File: src/rtl/ysyx_22050612_rf_wb_arbiter.sv
// Register-file writeback arbiter: EXU (port 0) and LSU (port 1) share one RF write port.
// Round-robin grant, one registered write stage, x0 writes dropped, forwarding of the
// in-flight write to the decoder read indices.
// Optional macro RF_WB_PERF_CNT_EN adds saturating conflict/stall counters.
module ysyx_22050612_rf_wb_arbiter #(
  parameter int unsigned ADDR_WIDTH = 5,
  parameter int unsigned DATA_WIDTH = 64
) (
  input  logic                  clk,
  input  logic                  rst_n,
  input  logic                  req0_valid,
  input  logic [ADDR_WIDTH-1:0] req0_addr,
  input  logic [DATA_WIDTH-1:0] req0_data,
  output logic                  req0_ready,
  input  logic                  req1_valid,
  input  logic [ADDR_WIDTH-1:0] req1_addr,
  input  logic [DATA_WIDTH-1:0] req1_data,
  output logic                  req1_ready,
  output logic                  rf_wen,
  output logic [ADDR_WIDTH-1:0] rf_waddr,
  output logic [DATA_WIDTH-1:0] rf_wdata,
  input  logic [ADDR_WIDTH-1:0] rs1,
  input  logic [ADDR_WIDTH-1:0] rs2,
  output logic                  fwd1_hit,
  output logic [DATA_WIDTH-1:0] fwd1_data,
  output logic                  fwd2_hit,
  output logic [DATA_WIDTH-1:0] fwd2_data
`ifdef RF_WB_PERF_CNT_EN
  ,
  output logic [31:0]           conflict_cnt,
  output logic [31:0]           stall0_cnt,
  output logic [31:0]           stall1_cnt
`endif
);

  // rr_q names the port that wins the next conflict (0 = EXU)
  logic                  rr_q, rr_d;
  logic                  grant0, grant1;
  logic                  wen_d;
  logic [ADDR_WIDTH-1:0] waddr_d;
  logic [DATA_WIDTH-1:0] wdata_d;

  // Round-robin grant; gated by rst_n so nothing is accepted while reset is held
  always_comb begin
    grant0 = 1'b0;
    grant1 = 1'b0;
    if (rst_n) begin
      grant0 = req0_valid & (~req1_valid | ~rr_q);
      grant1 = req1_valid & (~req0_valid |  rr_q);
    end
    req0_ready = grant0;
    req1_ready = grant1;
  end

  // Next pointer and next write stage contents
  always_comb begin
    rr_d    = rr_q;
    wen_d   = 1'b0;
    waddr_d = rf_waddr;
    wdata_d = rf_wdata;
    if (grant0) begin
      rr_d = 1'b1;
      if (req0_addr != '0) begin
        wen_d   = 1'b1;
        waddr_d = req0_addr;
        wdata_d = req0_data;
      end
    end else if (grant1) begin
      rr_d = 1'b0;
      if (req1_addr != '0) begin
        wen_d   = 1'b1;
        waddr_d = req1_addr;
        wdata_d = req1_data;
      end
    end
  end

  // Pointer and registered write stage; reset discards any in-flight write
  always_ff @(posedge clk or negedge rst_n) begin
    if (!rst_n) begin
      rr_q     <= 1'b0;
      rf_wen   <= 1'b0;
      rf_waddr <= '0;
      rf_wdata <= '0;
    end else begin
      rr_q     <= rr_d;
      rf_wen   <= wen_d;
      rf_waddr <= waddr_d;
      rf_wdata <= wdata_d;
    end
  end

  // Forward the write currently presented to the RF; x0 never forwards
  always_comb begin
    fwd1_hit  = rf_wen & (rs1 == rf_waddr) & (rs1 != '0);
    fwd2_hit  = rf_wen & (rs2 == rf_waddr) & (rs2 != '0);
    fwd1_data = rf_wdata;
    fwd2_data = rf_wdata;
  end

`ifdef RF_WB_PERF_CNT_EN
  logic [31:0] conflict_d, stall0_d, stall1_d;

  // Saturating increments of the performance counters
  always_comb begin
    conflict_d = conflict_cnt;
    stall0_d   = stall0_cnt;
    stall1_d   = stall1_cnt;
    if (req0_valid && req1_valid && conflict_cnt != 32'hFFFF_FFFF) begin
      conflict_d = conflict_cnt + 32'd1;
    end
    if (req0_valid && !req0_ready && stall0_cnt != 32'hFFFF_FFFF) begin
      stall0_d = stall0_cnt + 32'd1;
    end
    if (req1_valid && !req1_ready && stall1_cnt != 32'hFFFF_FFFF) begin
      stall1_d = stall1_cnt + 32'd1;
    end
  end

  // Counter registers
  always_ff @(posedge clk or negedge rst_n) begin
    if (!rst_n) begin
      conflict_cnt <= '0;
      stall0_cnt   <= '0;
      stall1_cnt   <= '0;
    end else begin
      conflict_cnt <= conflict_d;
      stall0_cnt   <= stall0_d;
      stall1_cnt   <= stall1_d;
    end
  end
`endif

endmodule

File: config.mk
export PLATFORM = sky130hd
export DESIGN_NAME = ysyx_22050612_rf_wb_arbiter
export DESIGN_NICKNAME = d
export VERILOG_FILES = /design/src/rtl/ysyx_22050612_rf_wb_arbiter.sv
export SDC_FILE = /design/constraint.sdc
export NUM_CORES = 1
export LEC_CHECK = 0
export CAP_MARGIN = 20
export CORE_MARGIN = 2
export CORE_UTILIZATION = 25
export CTS_CLUSTER_DIAMETER = 80
export DETAILED_ROUTE_END_ITERATION = 16
export GPL_ROUTABILITY_DRIVEN = 0
export SLEW_MARGIN = 20
export SYNTH_ARGS = -nofsm -noshare
export SYNTH_HDL_FRONTEND = slang
export SYNTH_SLANG_ARGS = --single-unit
File: constraint.sdc
create_clock -name clk -period 2 [get_ports clk]
set_input_delay 0.6 -clock clk [delete_from_list [all_inputs] [get_ports clk]]
set_output_delay 0.6 -clock clk [all_outputs]
set_load 0.005 [all_outputs]
# After elaboration in Yosys (flattened, before gate mapping)

Cells that the tools add are included.

Register bits after elaboration: 71
Bits in latches: 0
Bits in writable memories: 0
Bits in read-only memories: 0
Input port bits: 152
Output and inout port bits: 202
Word-level logic and storage cells: 41
Memories: 0

$add $sub $neg: 0
Multipliers: 0
Div/mod/pow operators: 0
Order comparisons: 0
Equality and inequality tests: 3
Shift operators: 0
Muxes and demuxes: 16
Bitwise gates (word level): 11
Reduce and logical (&&, ||, !) cells: 7

Operator list:

| cell                                                  | count |
|---|---|
| 2-to-1 mux 64 bit                                     | 4 |
| 2-to-1 mux 5 bit                                      | 4 |
| nonzero test 5 bit                                    | 4 |
| == test 5 bit                                         | 2 |
| 2-to-1 mux 1 bit                                      | 8 |
| AND 1 bit                                             | 6 |
| nonzero test 2 bit                                    | 2 |
| NOT 1 bit                                             | 3 |
| AND reduction 3 bit                                   | 1 |
| inequality test 2 x 1 -> 1 bit, second input constant | 1 |
| OR 1 bit                                              | 2 |

# Depth between registers and ports, before layout

Gate-level depths: netlist (run 1).

Word-level depth: 6
Mapped depth: 5

# Worst setup path after synthesis (run 1)

No wires, ideal clock.

Path type: input to register
From: in req0_addr[1]
To: reg rf_wdata[0] (netlist: fwd1_data[0])
Setup time: 0.125 ns
Arrival time: 1.838 ns
Data required time: 1.875 ns
Path slack: 0.037 ns
Stages on the path: 5
Cells stage by stage: or4_1 nor2_1 o2bb2ai_2 buf_6 mux2_4

Longest elaborated chain between the ends: 3

Ends and longest elaborated chain:

| item                                            | line | text |
|---|---|---|
| start, declared                                 | 12   | `input logic [ADDR_WIDTH-1:0] req0_addr,` |
| nonzero test 5 bit                              | 63   | `if (req0_addr != '0) begin` |
| inequality test 2 x 1 -> 1 bit (no source line) | n/a  |  |
| AND reduction 3 bit (no source line)            | n/a  |  |
| end signal, assigned                            | 89   | `rf_wdata <= wdata_d;` |
| end, declared                                   | 21   | `output logic [DATA_WIDTH-1:0] rf_wdata,` |

No other way between the ends.
A chain may end at the register's enable or synchronous reset.

# Worst setup path after layout (run 1)

From: in rs1[2]
To: out fwd1_hit

Longest elaborated chain between the ends: 3

Ends and longest elaborated chain:

| item            | line | text |
|---|---|---|
| start, declared | 22   | `input logic [ADDR_WIDTH-1:0] rs1,` |
| == test 5 bit   | 95   | `fwd1_hit = rf_wen & (rs1 == rf_waddr) & (rs1 != '0);` |
| AND 1 bit       | 95   |  |
| AND 1 bit *     | 95   |  |
| end, declared   | 24   | `output logic fwd1_hit,` |

Mark *: on every way between the ends. The rest lies on a longest branch, timed or not.

==> flow_summary_export.csv, run 1 <==
group,metric,value,unit
yosys,synth-edff-count,0,
route,remaining_drc_errors,0,
timing,finalSetupViolCount,2,
yosys,synth_nets,536,
global_route,grt_max_degree,71,
floorplanning,start_util,25.7,%
setup_path,critPathCaptureType,"output pin",
floorplanning,die-area,20500,µm²
cts,htreeDepth,3,
setup_path,path_cells,"dlygate4sd2_1 -> xor2_1 -> nor3_2 -> buf_4 -> nand3_2 -> nor2_2 -> buf_2",
setup_path,worst_ep_required_time,1400,ps
global_route,antenna_found_initial,0,
global_route,met2_usage,26.9,%
cts,cts_tree,"done",
yosys,postSynthCellCount,384,
cts,root_buffer,"clkbuf_16",
final_layout,nets,794,
status,violations,"negative setup slack",
timing,worst-slew-pin-transition,935,ps
yosys,ys.warnings.count,0,
floorplanning,ios,354,
yosys,synth_xor_area_share,1.44,%
yosys,synth_seq_area_share,36.6,%
setup_path,critPathMaxFanout,1,
timing,max_clock_freq,438,MHz
global_route,grt.met3_usage,3.33,%
final_layout,area_delta_synth_final,74.8,%
route,wl,15100,µm
setup_path,crit_type,"in -> out",
job,drv_cap,0,
yosys,synth_top_cell_by_area,"dfrtp_1",
setup_path,cp-start-kind,"input pin",
final_layout,stdcell_count,907,
route,routedWlPerCell,16.7,µm
setup_path,reg2reg_slack,240,ps
yosys,syn_area,4850,µm²
route,dr_total_vias,3694,
cts,clkTransAtPathRegs,60,ps
yosys,syn_area_per_cell,12.6,µm²
setup_path,arrival,1690,ps
floorplanning,die_h,143,µm
final_layout,drive_gt1_share,32.5,%
yosys,synth_area_leaders,"dfrtp_1 (37%), mux2_4 (21%), buf_4 (20%)",
yosys,yosysMostFrequentCell,"buf_4",
power_and_ir_drop,powerDensity,877,nW/µm²
global_route,grt_pass1_vias,3801,
route,drt_pre_antenna_iters,4,
timing,period_share,114,%
yosys,synth_flop_cell,"dfrtp_1",
worst_hold_path,hold_path_class,"in -> async",
status,outcome,"complete, but fails checks",
timing,whs,195,ps
cts,clockBufferDepth,2,
global_route,busiest_layer,"met2",
yosys,synth_cell_types,20,
cts,cts.sinks,71,
global_route,grt_overflow,0,
floorplanning,row_count,50,
timing,hold_violations,0,
cts,numCtsBuffers,9,
final_layout,antennaDiodeCount,0,
placed_design,port_buffers,353,
yosys,ys_seq_elements,71,
placed_design,dp_hpwl,11200,µm
timing,setup-tns-final,-436,ps
cts,postCtsHoldBufs,0,
yosys,synth_top_family_by_area,"multiplexers",
global_route,use_met1,15.3,%
timing,min_period,2290,ps
yosys,ys_async_sr_fraction,100,%
global_route,grt_usage,14.1,%
yosys,synth_top_cells_by_count,"buf_4 (128), dfrtp_1 (71), mux2_4 (69)",
timing,relSlewSlack,37.7,%
global_route,grt_pass1_wl,21800,µm
timing,rsz0062_at_grt,"yes",
yosys,synth-compound-area-share,0.851,%
power_and_ir_drop,p_leak,0.00356,µW
setup_path,max_stage_delay,240,ps
route,vias_per_cell,4.07,
timing,worst_slack,-285,ps
yosys,synth_top_cell_area_share,36.6,%
setup_path,critical-path-slowest-cell,"dlygate4sd2_1",
route,ant_nets,0,
floorplanning,die_x,143,µm
timing,slew_violations,0,
floorplanning,coreArea,18900,µm²
cts,insertion_delay,330,ps
timing,finalClockSkew,6.31,ps
placed_design,dp_cells,879,
route,drt_iter0_drc,62,
yosys,synthAdderAreaFrac,0,%
yosys,synthMuxAreaShare,37.3,%
yosys,synth-simple-area-share,1.65,%
power_and_ir_drop,ir_drop,381,µV
-- sequential cells by signal, indices dropped and copies added, names as in the netlist --
signal and count:
fwd1_data 64, rf_waddr 5, rf_wen 1, rr_q 1
-- cells by family (layout without fill, tap and decap cells) --
| kind of cell | Yosys count | in the layout |
|---|---|---|
| compound gates | 6 | 6 |
| mux | 138 | 138 |
| buf+inv | 144 | 407 |
| flops | 71 | 71 |
| xor+xnor | 8 | 8 |
| simple gates | 17 | 17 |
-- worst max-delay path, delay by kind of cell --
family	cells	cell delay [ps]
xor+xnor	1	160
buf+inv	3	520
simple gates	3	400
-- cell type report --
cell class	instances	area [µm²]
clock buffer	12	246
clock inverter	4	45.0
fill	1744	10400
inverter	2	7.51
multi-input combinational	169	2100
sequential	71	1780
tap	260	325
timing repair buffer	389	3980
-- stage by stage --
step	cell area [µm²]	util, %	power (µW)	worst slack, ps
floorplan	4850	-	3990	36.6
global placement	7900	41.8	5700	-963
detailed placement	7900	41.8	5710	-926
CTS	8480	44.9	7580	-280
global route	8490	44.9	7870	-337
finish	8490	44.9	7440	-285
-- final timing paths --
kind	from	end	depth (start not counted)
setup / recovery	rs1[2]	fwd1_hit	7
hold / removal	rst_n	rr_q	2
setup reg to reg	rr_q	fwd1_data[51]	8
hold reg to reg	rr_q	rr_q	1
max in group asynchronous	rst_n	rf_waddr[3]	2
min in group clk	rr_q	rr_q	1
-- metal layers --
| layer | wire length [µm] | vias up |
|---|---|---|
| met5 | 0 | - |
| met4 | 215 | 0 |
| met3 | 1190 | 13 |
| met2 | 8210 | 206 |
| met1 | 5520 | 1774 |
| li1 | - | 1701 |
-- placed cells by master (no fill, tap or decap), types with 6 or more instances in the layout --
cell               n
buf_16             7
clkbuf_16          9
buf_4             22
mux2_4            69
clkdlybuf4s50_1  328
dfrtp_1           68
dlygate4sd2_1     15
buf_12             6
mux2_2            64
-- where the power goes --
part	internal, µW	switching, µW
Sequential	1790	430
Combinational	2670	944
Clock	995	620
-- timing repair --
| item | CTS | global route |
|---|---|---|
| setup endpoints to repair | 77 | 17 |
| buffers inserted | 5 | 0 |
| cloned | 7 | 0 |
| gates resized for setup | 68 | 5 |
| pin swaps | 13 | 7 |
(Power assumes the default switching activity.)
==> inputs of run 2 (changes only) <==
--- a/config.mk
+++ b/config.mk
@@ -11,6 +11,7 @@
 export CTS_CLUSTER_DIAMETER = 80
 export DETAILED_ROUTE_END_ITERATION = 16
 export GPL_ROUTABILITY_DRIVEN = 0
+export GPL_TIMING_DRIVEN = 0
 export SLEW_MARGIN = 20
 export SYNTH_ARGS = -nofsm -noshare
 export SYNTH_HDL_FRONTEND = slang
==> run 2 against run 1 <==
  * The run still ends with negative setup slack left
  * First-iteration DRC count decreased by 6.5%
  * Critical path type is now reg -> out
  * Power increased by 15%
  * Die area unchanged
  * Setup slack improved by 160 ps
  * Clock power increased by 9%
  * Count of clock-buffer cells in the layout decreased by 2
  * Sequential cell count unchanged
==> flow_summary_export.csv, run 2 (synthesized netlist as in run 1, its figures left out) <==
group,metric,value,unit
cts,root_buffer,"clkbuf_16",
final_layout,nets,945,
status,outcome,"complete, but fails checks",
final_layout,final_area,9860,µm²
placed_design,dpl_cell_area,8730,µm²
floorplanning,die-area,20500,µm²
global_route,grt_max_degree,21,
final_layout,largest_reg_flops,64,
floorplanning,row_count,50,
route,remaining_drc_errors,0,
timing,finalClockSkew,5.54,ps
setup_path,arrival,1520,ps
placed_design,port_buffers,353,
floorplanning,die_h,143,µm
timing,setup-tns-final,-230,ps
final_layout,final_common_cell,"clkdlybuf4s50_1",
setup_path,endpoint,"fwd1_hit",
timing,period_share,106,%
global_route,grt_usage,16.1,%
floorplanning,die_x,143,µm
power_and_ir_drop,p_leak,0.00468,µW
setup_path,reg2reg_slack,170,ps
job,drv_cap,0,
placed_design,dp_hpwl,12700,µm
setup_path,critPathCaptureType,"output pin",
timing,max_clock_freq,471,MHz
setup_path,crit_start,"rf_waddr[2]",
timing,worst_slack,-124,ps
global_route,antenna_found_initial,1,
timing,worst-slew-pin-transition,267,ps
route,drt_iter0_drc,58,
worst_hold_path,hold_path_class,"in -> async",
final_layout,area_delta_synth_final,103,%
route,routedWlPerCell,16.4,µm
cts,cts.sinks,71,
route,drt_pre_antenna_iters,4,
cts,numCtsBuffers,9,
timing,min_period,2120,ps
floorplanning,ios,354,
route,vias_per_cell,3.95,
final_layout,utilization,52.2,%
setup_path,cp-start-kind,"register",
setup_path,r2r-end,"fwd1_data[28]",
timing,slew_violations,0,
floorplanning,coreArea,18900,µm²
global_route,grt_pass1_vias,4327,
timing,rsz0062_at_grt,"yes",
cts,postCtsHoldBufs,0,
floorplanning,start_util,25.7,%
setup_path,reg2reg_from,"rr_q",
timing,finalSetupViolCount,2,
setup_path,crit_type,"reg -> out",
global_route,grt_overflow,0,
route,ant_nets,0,
power_and_ir_drop,ir_drop,390,µV
power_and_ir_drop,powerDensity,870,nW/µm²
cts,clkTransAtPathRegs,60,ps
cts,htreeDepth,3,
setup_path,worst_ep_required_time,1400,ps
placed_design,place_ws,-1550,ps
cts,clockBufferDepth,2,
status,violations,"negative setup slack",
final_layout,final_cell_mix,"clkdlybuf4s50_1 (288), buf_4 (154), mux2_4 (69)",
timing,hold_violations,0,
cts,insertion_delay,330,ps
setup_path,critPathMaxFanout,4,
route,dr_total_vias,4180,
timing,relSlewSlack,82.1,%
final_layout,drive_gt1_share,46.7,%
cts,cts_tree,"done",
route,wl,17400,µm
global_route,grt_pass1_wl,25000,µm
setup_path,r2r_cells,6,
## run 2: worst min path at each step
stage,slack (ps),end,startpoint,cells after the start
6_report,80,fwd1_data[26],rst_n,1
5_1_grt,70,fwd1_data[26],rst_n,1
4_1_cts,70,fwd1_data[32],rst_n,1
3_5_place_dp,510,rr_q,rr_q,1
3_3_place_gp,500,rr_q,rr_q,1
2_1_floorplan,300,fwd1_data[0],rst_n,0
## run 2: repair_timing
item	in CTS	in global routing
setup endpoints to repair	97	129
setup buffers	16	29
resized for setup	108	58
gates cloned	7	0
pin swaps	12	10
## run 2: layer usage
metal | vias to the layer above | global-route usage (%) | routed length (µm)
li1 | 2006 | - | -
met1 | 1954 | 18.4 | 6600
met2 | 205 | 29.4 | 9170
met3 | 15 | 4.30 | 1400
met4 | 0 | 4.85 | 204
met5 | - | 0 | 0
## run 2: metrics by stage
stage          hold WS [ps]  std cells  power (µW)
5_1_grt                71.9       1059        9070
3_3_place_gp            500        997        6490
6_report               75.4       1059        8580
3_5_place_dp            509        998        6530
2_1_floorplan           304        384        3990
4_1_cts                67.3       1037        8590
## run 2: final cells by class
type,instances,area [µm²]
Inverter,2,7.51
Fill cell,1662,9030
Timing Repair Buffer,406,4210
Tap cell,260,325
Clock inverter,6,83.8
Clock buffer,10,239
Sequential cell,71,1800
Buffer,134,1100
Multi-Input combinational cell,169,2100
Antenna cell,1,2.50
## run 2: worst max-delay path: stages, from the launching register on
cell and delay [ps]:
dfrtp_2 450, xor2_1 170, nor3_2 240, nand3_1 110, nor2_1 100, buf_2 130
## run 2: power breakdown
group          switching [µW]  total, µW  internal, µW
Sequential                444       2240          1800
Clock                     640       1760          1120
Combinational            1130       4580          3450
==> inputs of run 3 (changes only) <==
--- a/config.mk
+++ b/config.mk
@@ -10,8 +10,8 @@
 export CORE_UTILIZATION = 25
 export CTS_CLUSTER_DIAMETER = 80
 export DETAILED_ROUTE_END_ITERATION = 16
-export GPL_ROUTABILITY_DRIVEN = 0
 export GPL_TIMING_DRIVEN = 0
+export SKIP_LAST_GASP = 1
 export SLEW_MARGIN = 20
 export SYNTH_ARGS = -nofsm -noshare
 export SYNTH_HDL_FRONTEND = slang
==> run 3 against run 2 <==
  * The run still ends with negative setup slack left
  * Combinational power barely moved
  * Fmax barely moved
  * Global-route usage barely moved
  * Die area did not move
  * Final cell count did not move
  * Critical path type unchanged
  * Largest cell class unchanged
  * Largest power group unchanged
  * Highest routed layer unchanged
==> flow_summary_export.csv, run 3 (synthesized netlist as in run 1, its figures left out) <==
group,metric,value,unit
status,outcome,"complete, but fails checks",
status,violations,"negative setup slack",
power_and_ir_drop,ir_drop,390,µV
floorplanning,ios,354,
route,wl,17400,µm
final_layout,multiInputGateArea,2100,µm²
power_and_ir_drop,p_clk_share,20.5,%
timing,worst-slew-pin-transition,267,ps
power_and_ir_drop,pwr-share-seq,26.1,%
timing,whs,75.2,ps
cts,cts_tree,"done",
global_route,grt_max_degree,21,
timing,relSlewSlack,82.1,%
timing,finalClockSkew,5.34,ps
floorplanning,start_util,25.7,%
global_route,antenna_found_initial,1,
placed_design,port_buffers,353,
final_layout,final_cell_mix,"clkdlybuf4s50_1 (288), buf_4 (154), mux2_4 (69)",
route,dr_total_vias,4187,
final_layout,stdcell_count,1059,
power_and_ir_drop,swShare,25.8,%
setup_path,timing.critical_path.buf_inv,1,
setup_path,max_stage_delay,450,ps
global_route,grt_usage,16.1,%
timing,slew_violations,0,
timing,worst_slack,-125,ps
route,vias_per_cell,3.95,
placed_design,place_ws,-1550,ps
cts,cts.sinks,71,
cts,htreeDepth,3,
power_and_ir_drop,p_comb_share,53.4,%
setup_path,cp-start-kind,"register",
final_layout,drive_gt1_share,46.6,%
timing,rsz0062_at_grt,"yes",
cts,clockBufferDepth,2,
final_layout,final_common_cell,"clkdlybuf4s50_1",
worst_hold_path,hold_path_class,"in -> async",
route,drt_pre_antenna_iters,4,
floorplanning,coreArea,18900,µm²
route,routedWlPerCell,16.4,µm
setup_path,critical-path-slowest-cell,"dfrtp_2",
final_layout,final_area,9860,µm²
power_and_ir_drop,powerDensity,870,nW/µm²
final_layout,nets,945,
floorplanning,die-area,20500,µm²
power_and_ir_drop,p_leak,0.00470,µW
timing,setup-tns-final,-235,ps
placed_design,gp_congestion,0.753,
timing,max_clock_freq,471,MHz
timing,finalSetupViolCount,3,
route,ant_nets,0,
global_route,grt_overflow,0,
final_layout,fillerInstances,1663,
timing,period_share,106,%
cts,root_buffer,"clkbuf_16",
power_and_ir_drop,p_int,6370,µW
setup_path,worst_ep_required_time,1400,ps
cts,clkTransAtPathRegs,60,ps
setup_path,r2r_cells,8,
timing,min_period,2120,ps
final_layout,area_delta_synth_final,103,%
route,drt_iter0_drc,63,
setup_path,critPathMaxFanout,4,
setup_path,critPathTopFamily,"flip-flops",
setup_path,path_depth,5,
setup_path,critPathCaptureType,"output pin",
floorplanning,die_h,143,µm
timing,hold_violations,0,
final_layout,regArea,1790,µm²
route,remaining_drc_errors,0,
cts,insertion_delay,330,ps
floorplanning,die_x,143,µm
power_and_ir_drop,p_sw,2210,µW
global_route,grt_pass1_vias,4327,
cts,numCtsBuffers,9,
setup_path,path_cells,"xor2_1 -> nor3_2 -> nand3_1 -> nor2_1 -> buf_2",
placed_design,dpl_cell_area,8730,µm²
placed_design,dp_hpwl,12700,µm
global_route,grt_pass1_wl,25000,µm
final_layout,largest_reg_flops,64,
placed_design,dp_cells,998,
setup_path,arrival,1520,ps
job,drv_cap,0,
floorplanning,row_count,50,
setup_path,crit_type,"reg -> out",
run 3: cell types whose count changed in the layout (fill, tap and decap cells not counted), sizes merged:
cell           change
dlygate4sd2        -1
dlymetal6s2s       +2
buf                -2
clkdlybuf4s15      -1
clkbuf             +2
run 3: metrics by stage:
| stage | total power [µW] | utilization [%] |
|---|---|---|
| after CTS | 8590 | 50.6 |
| after detailed placement | 6530 | 46.2 |
| after global placement | 6490 | 46.1 |
| after global routing | 9070 | 52.2 |
| final | 8580 | 52.2 |
| after floorplan | 3990 | - |
run 3: per-layer routing:
metal	global-route usage, %	up-vias	part of all wire [%]
met1	18.3	1961	38
met2	29.4	205	53
met4	4.85	0	1.2
li1	-	2006	-
met3	4.30	15	8.0
met5	0	-	0
run 3: power groups by stage:
| stage | registers (µW) | clock network [µW] | logic (µW) |
|---|---|---|---|
| 2_1_floorplan | 2160 | 0 | 1830 |
| 3_3_place_gp | 2240 | 0 | 4250 |
| 3_5_place_dp | 2250 | 0 | 4280 |
| 4_1_cts | 2260 | 1820 | 4510 |
| 5_1_grt | 2310 | 1890 | 4870 |
| 6_report | 2240 | 1760 | 4580 |
run 3: worst paths after layout:
path | from | end | slack, ps
max | rf_waddr[2] | fwd1_hit | -120
min in group clk | rr_q | rr_q | 530
max reg2reg | rr_q | fwd1_data[31] | 160
min reg2reg | rr_q | rr_q | 530
min | rst_n | fwd1_data[26] | 80
max in group asynchronous | rst_n | rf_waddr[2] | 1430
run 3: area by class of cell:
class,count,area share [%]
antenna,1,0.0254
buffer,134,11.1
clock buffer,10,2.42
clock inverter,6,0.850
inverter,2,0.0762
multi-input combinational,169,21.3
sequential,71,18.2
tap,260,3.30
timing repair buffer,406,42.7
run 3: repair_timing:
item	CTS	global route
setup endpoints to repair	97	145
gates cloned	7	0
hold buffers	0	0
setup buffers	16	29
pin swaps	12	13
gates resized for setup	94	66
